==> src/rtl/crc_pkg.sv <==
// Shared constants and types for the serial CRC-32 frame checker.
package crc_pkg;

  localparam int unsigned CRC_W = 32;
  localparam logic [CRC_W-1:0] CRC32_POLY_REV = 32'hEDB88320;

  typedef enum logic [1:0] {
    IDLE  = 2'd0,
    SHIFT = 2'd1,
    DONE  = 2'd2
  } state_e;

  // The port carries the generator LSB first; the shifter wants it MSB first.
  function automatic logic [CRC_W-1:0] bit_reverse(input logic [CRC_W-1:0] v);
    logic [CRC_W-1:0] r;
    r = '0;
    for (int unsigned k = 0; k < CRC_W; k++) begin
      r[k] = v[CRC_W-1-k];
    end
    return r;
  endfunction

endpackage

==> src/rtl/crc32_serial_step.sv <==
// One bit of MSB-first polynomial division: shift the remainder, fold in the generator.
module crc32_serial_step
  import crc_pkg::*;
(
  input  logic [CRC_W-1:0] rem_i,
  input  logic             bit_i,
  input  logic [CRC_W-1:0] poly_i,
  output logic [CRC_W-1:0] rem_o
);

  logic fb;

  always_comb begin
    fb    = rem_i[CRC_W-1] ^ bit_i;
    rem_o = {rem_i[CRC_W-2:0], 1'b0} ^ (fb ? poly_i : '0);
  end

endmodule

==> config.mk <==
export PLATFORM = sky130hd
export DESIGN_NAME = crc32_serial_step
export DESIGN_NICKNAME = d
export VERILOG_FILES = /design/src/rtl/crc_pkg.sv /design/src/rtl/crc32_serial_step.sv
export SDC_FILE = /design/constraint.sdc
export NUM_CORES = 1
export LEC_CHECK = 0
export BUFFER_PORTS_ARGS = -buffer_cell sky130_fd_sc_hd__buf_2
export CORE_MARGIN = 2
export CORE_UTILIZATION = 23
export DETAILED_ROUTE_END_ITERATION = 10
export MAX_ROUTING_LAYER = met4
export PLACE_DENSITY = 0.9
export SYNTH_ARGS = -nofsm -noshare
export SYNTH_HDL_FRONTEND = slang
export SYNTH_SLANG_ARGS = --single-unit
==> constraint.sdc <==
create_clock -name vclk -period 0.9
set_input_delay 0.135 -clock vclk [all_inputs]
set_output_delay 0.135 -clock vclk [all_outputs]
set_load 0.03 [all_outputs]
==> results by stage, run 1 <==
Logic synthesis:
- For this run, the number of Yosys warnings is 0.
- In the post-synthesis netlist, the biggest area contributors are xnor2_1 (60%), nand2_1 (22%), buf_6 (7.4%), nand2_2 (5.5%), xor2_2 (3.6%).
- After synthesis, the mean cell area works out to 6.78 sq um.
- For this run, the register share of the synthesized area comes to 0%.
- Summed over its instances, the top area cell type makes up 59.8% of the synthesized netlist area.
- The netlist uses 6 different library cells.
- The cell count after synthesis is 67.
- The biggest area consumer among synthesized cells is xnor2_1.
- Counting every net in the synthesized netlist gives 132.
- The post-synthesis instance area is roughly 450 sq um.

Placed design:
- During placement, the flow inserted port buffers numbering 97.
- The number of placed instances, taps included, is 190.
- The final weighted congestion in routability-driven placement is 0.630.
- The estimated wirelength of the detail-placed design is between 2 and 2.5 mm.

Die:
- The die outline width is roughly 48 um.
- In this run the core area contains 16 standard-cell rows.
- The initial utilization of the core area, before any placement, comes to between 20% and 30%.
- Pin placement for this block handled 97 I/O pins.
- Measured along the y axis, the die boundary spans roughly 48 um.

Clock tree:
- The number of buffers added to fix hold violations after cts is 0.
- Once the clock tree was built, the setup fixing pass inserted 4 buffers.
- The number of resized instances in the post-cts repair step is 83.

Status:
- The first error in the log reads "[ERROR DPL-0038] Utilization greater than 100%, impossible to legalize".
- The flow did not finish.
- The flow stopped in 4_1_cts.
## synthesized netlist by cell type (all sizes together)
| cell | number |
|---|---|
| nand2 | 31 |
| xnor2 | 31 |
| buf | 3 |
| and2 | 1 |
| xor2 | 1 |
## metrics by stage
stage	area, sq um	worst slack (ns)	util, %	TNS, ns
after floorplan	1080	-0.133	-	-3.49
after global placement	1610	-0.384	84.6	-11.34
after detailed placement	1610	-0.421	84.6	-12.19
## cells by family after synthesis
kind of cell              Yosys count  share of synthesized area [%]
and+or+nand+nor                    32                           29.2
xor gates and xnor gates           32                           63.4
buffers and inverters               3                           7.44
==> run 2, diff against run 1 <==
--- a/config.mk
+++ b/config.mk
@@ -6,11 +6,10 @@
 export NUM_CORES = 1
 export LEC_CHECK = 0
 export BUFFER_PORTS_ARGS = -buffer_cell sky130_fd_sc_hd__buf_2
-export CORE_MARGIN = 2
-export CORE_UTILIZATION = 23
+export CORE_AREA = 2 2 63 65
 export DETAILED_ROUTE_END_ITERATION = 10
-export MAX_ROUTING_LAYER = met4
-export PLACE_DENSITY = 0.9
+export DIE_AREA = 0 0 65 67
+export PLACE_DENSITY_LB_ADDON = 0.15
 export SYNTH_ARGS = -nofsm -noshare
 export SYNTH_HDL_FRONTEND = slang
 export SYNTH_SLANG_ARGS = --single-unit
==> constraint.sdc (replaced) <==
create_clock -name vclk -period 1.2
set_input_delay 0.18 -clock vclk [all_inputs]
set_output_delay 0.18 -clock vclk [all_outputs]
set_load 0.03 [all_outputs]
==> results by stage, run 2 <==
Status:
- The run finished, with violations left.
- The final reports fail on setup timing.

Critical path:
- The largest single stage delay on the critical path is approximately 0.19 ns.
- STA classifies the critical path startpoint as an input pin.
- Along the worst path, the maximum fanout reaches 6.
- The number of buffers and inverters on the critical path is 4.
- The cell repeated most along the worst path is buf_6.
- The worst path arrival time is between 1 and 1.5 ns.
- The required time of the critical path is 1.02 ns.
- The worst setup path category is in -> out.
- For this design, the slowest cell found on the critical path is xor2_4.
- The launch point of the critical path is bit_i.
- The type of element capturing the critical path is a primary output.
- The top cell family by delay on the critical path is buffers and inverters.
- Traced cell by cell, the critical path runs through buf_8 > xor2_4 > buf_6 > buf_12 > nand2_4 > xnor2_4 > buf_6.
- Counting buffers and inverters, the worst setup path is 7 cells deep.
- The capture point of the worst path is rem_o[14].

Layout:
- In the final layout, flip-flops and latches occupy 0 sq um.
- The net count of the finished layout is about 230.
- The repair_antennas step left the layout with diodes totalling 0.
- The top cell types in the final layout, fill and taps aside, are buf_2 (63), buf_6 (30), xnor2_4 (24).
- The filler cells instantiated in the layout total 319.
- In the finished design the tool counted flip-flops and latches totalling 0.
- The final-layout clock buffer total is 0.
- Once layout is complete, the cells apart from fillers number 214.
- Leaving out fill and tap cells, the most frequent cell in the layout is buf_2.
- Once layout is done, the placed cells without fillers occupy 1930 sq um.
- The layout overhead on the synthesized area is 326%.
- The proportion of layout cells with a drive suffix above 1 is 97.6%.

Pwr:
- The leakage power figure is about 0.94 nW.
- The worst-case IR drop observed on VDD is around 0.00033 V.
- The power density over cell area is 724 nW/um^2.
- The design draws 0.00140 W.

Route:
- The first-pass iteration count of the detailed router is 4.
- The final route contains 802 vias.
- The routed via count divided by cell count is 3.75.
- After detailed routing, the average wire length per cell comes to about 11 um.
- The detailed-route wire length is 2.39 mm.
- The count of nets left with antenna violations once routing finished came out at 0.
- The post-detailed-route DRC marker count is 0.
- The count of routing violations after the opening detailed-route iteration is 4.

Global route:
- The aggregate global-route resource usage is 11.0%.
- The initial antenna violation count is 0.
- The maximum number of pins on one net before global-route repair is 13.
- The met3 capacity usage during global routing is 2.03%.
- The wire length of the first global-routing pass is 3.75 mm.
- The total congestion overflow after global routing is 0.
- The global-route track usage on met1 is about 11%.
- The via count of the first global-routing pass is 863.
- The layer with the highest usage after global routing is met2.
- The met2 track demand over resource in global routing is 23.6%.

Placed design:
- The estimated wirelength of the detail-placed design is 1.93 mm (-7.2%).
- The placement-stage cell area is 1500 sq um (-7.0%).
- The count of input and output buffers is 97 (unchanged).
- The cell count after placement was 211 (+11%).
- The final weighted congestion in routability-driven placement came to 0.621 (-1.4%).

Logic synthesis:
- The count of synthesis-stage warnings from yosys is 0 (unchanged).
- Ranked by instance count, the synthesized netlist is headed by xnor2_1 (31), nand2_1 (27), nand2_2 (4).
- The largest total area in the synthesized netlist belongs to xnor2_1.
- Ranked by total cell area, the synthesized netlist is headed by xnor2_1 (60%), nand2_1 (22%), buf_6 (7.4%), nand2_2 (5.5%), xor2_2 (3.6%).
- The fraction of the yosys area taken by sequential cells is 0% (unchanged).
- The count of different cell masters after synthesis came to 6 (unchanged).
- The most common cell in the netlist is xnor2_1.
- The average size of a mapped cell is 6.78 sq um (unchanged).
- The post-synthesis instance area is 454 sq um (unchanged).
- The synthesized netlist net count is 132 (unchanged).
- The cell count after synthesis is 67 (unchanged).
- The top-area cell type share of the netlist area came to 59.8% (unchanged).

STA:
- The max-slew headroom at the worst pin is 88.9%.
- The post-layout worst setup margin is -0.129 ns.
- The number of failing hold endpoints at the final stage is 0.
- The worst path uses 111% of the clock period.
- Setup repair after global routing could not meet its margin everywhere.
- Setup violations remaining at the end of the flow were counted as 29.
- For the final routed database, the setup TNS stands at -2.24 ns.
- The highest achievable clock rate is 753 MHz.
- Subtracting the final worst setup slack from the clock period gives 1.33 ns.
- The number of pins with negative max-slew slack in the final report is 0.
- The slew at the pin with the worst max-slew slack is 0.167 ns.
- The final worst hold slack is 0.665 ns.

Die:
- The area of the placeable core is 3610 sq um.
- The number of primary I/O pins came to 97 (unchanged).
- The die height was 67 um (+38%).
- The area of the die is 4360 sq um.
- The die outline width is 65 um (+34%).
- The number of placement rows is 22 (+6).
- The initial core utilization is 12.6% (-11 points).

Job:
- Across the run, the number of max-cap violations was 0.

Hold path:
- The worst min-delay path class is in -> out.

Clock tree:
- The number of buffers added to fix hold violations after cts is 0 (unchanged).
[run 2: cell counts after synthesis]
No cell type changed its count.
[run 2: report_power, final]
group	internal (W)	switching [W]	total, W
registers	0	0	0
logic	0.000707	0.000693	0.00140
clock network	0	0	0
[run 2: how the worst min path moves through the flow]
stage	startpoint	to	slack (ns)	depth (start not counted)
global placement	rem_i[9]	rem_o[10]	0.69	3
detailed placement	rem_i[4]	rem_o[5]	0.69	3
global route	rem_i[30]	rem_o[31]	0.67	3
floorplan	rem_i[10]	rem_o[11]	0.46	1
CTS	rem_i[0]	rem_o[1]	0.66	3
finish	rem_i[30]	rem_o[31]	0.66	3
[run 2: through the flow]
stage / util [%] / worst slack, ns
after floorplan: - / -0.0232
after global placement: 41.5 / -0.188
after detailed placement: 41.5 / -0.211
after CTS: 53.5 / -0.143
after global routing: 53.6 / -0.177
final: 53.6 / -0.129
[run 2: final cells by class]
class	count	area [sq um]	area share (%)
Tap cell	48	60.1	3.11
Timing Repair Buffer	102	768	39.7
Multi-Input combinational cell	64	1100	57.2
[run 2: routing by layer]
metal	wire (um)	share of wire [%]	vias to the layer above
li1	-	-	401
met3	232	9.7	0
met1	676	28	357
met4	0	0	0
met5	0	0	-
met2	1480	62	44
[run 2: kinds of logic (layout without fill, tap and decap cells)]
| group | count (synthesis) | in the layout | synth area share, % |
|---|---|---|---|
| and+or+nand+nor | 32 | 32 | 29.2 |
| buffers and inverters | 3 | 102 | 7.44 |
| xor gates and xnor gates | 32 | 32 | 63.4 |
[run 2: what timing repair did]
item | 4_1_cts | 5_1_grt
hold endpoints to repair | 0 | 0
gates cloned | 2 | 0
endpoints found under the setup margin | 32 | 32
pin swaps | 5 | 4
buffers inserted | 2 | 0
resized for setup | 109 | 5
Power figures use the tool's default switching activity.
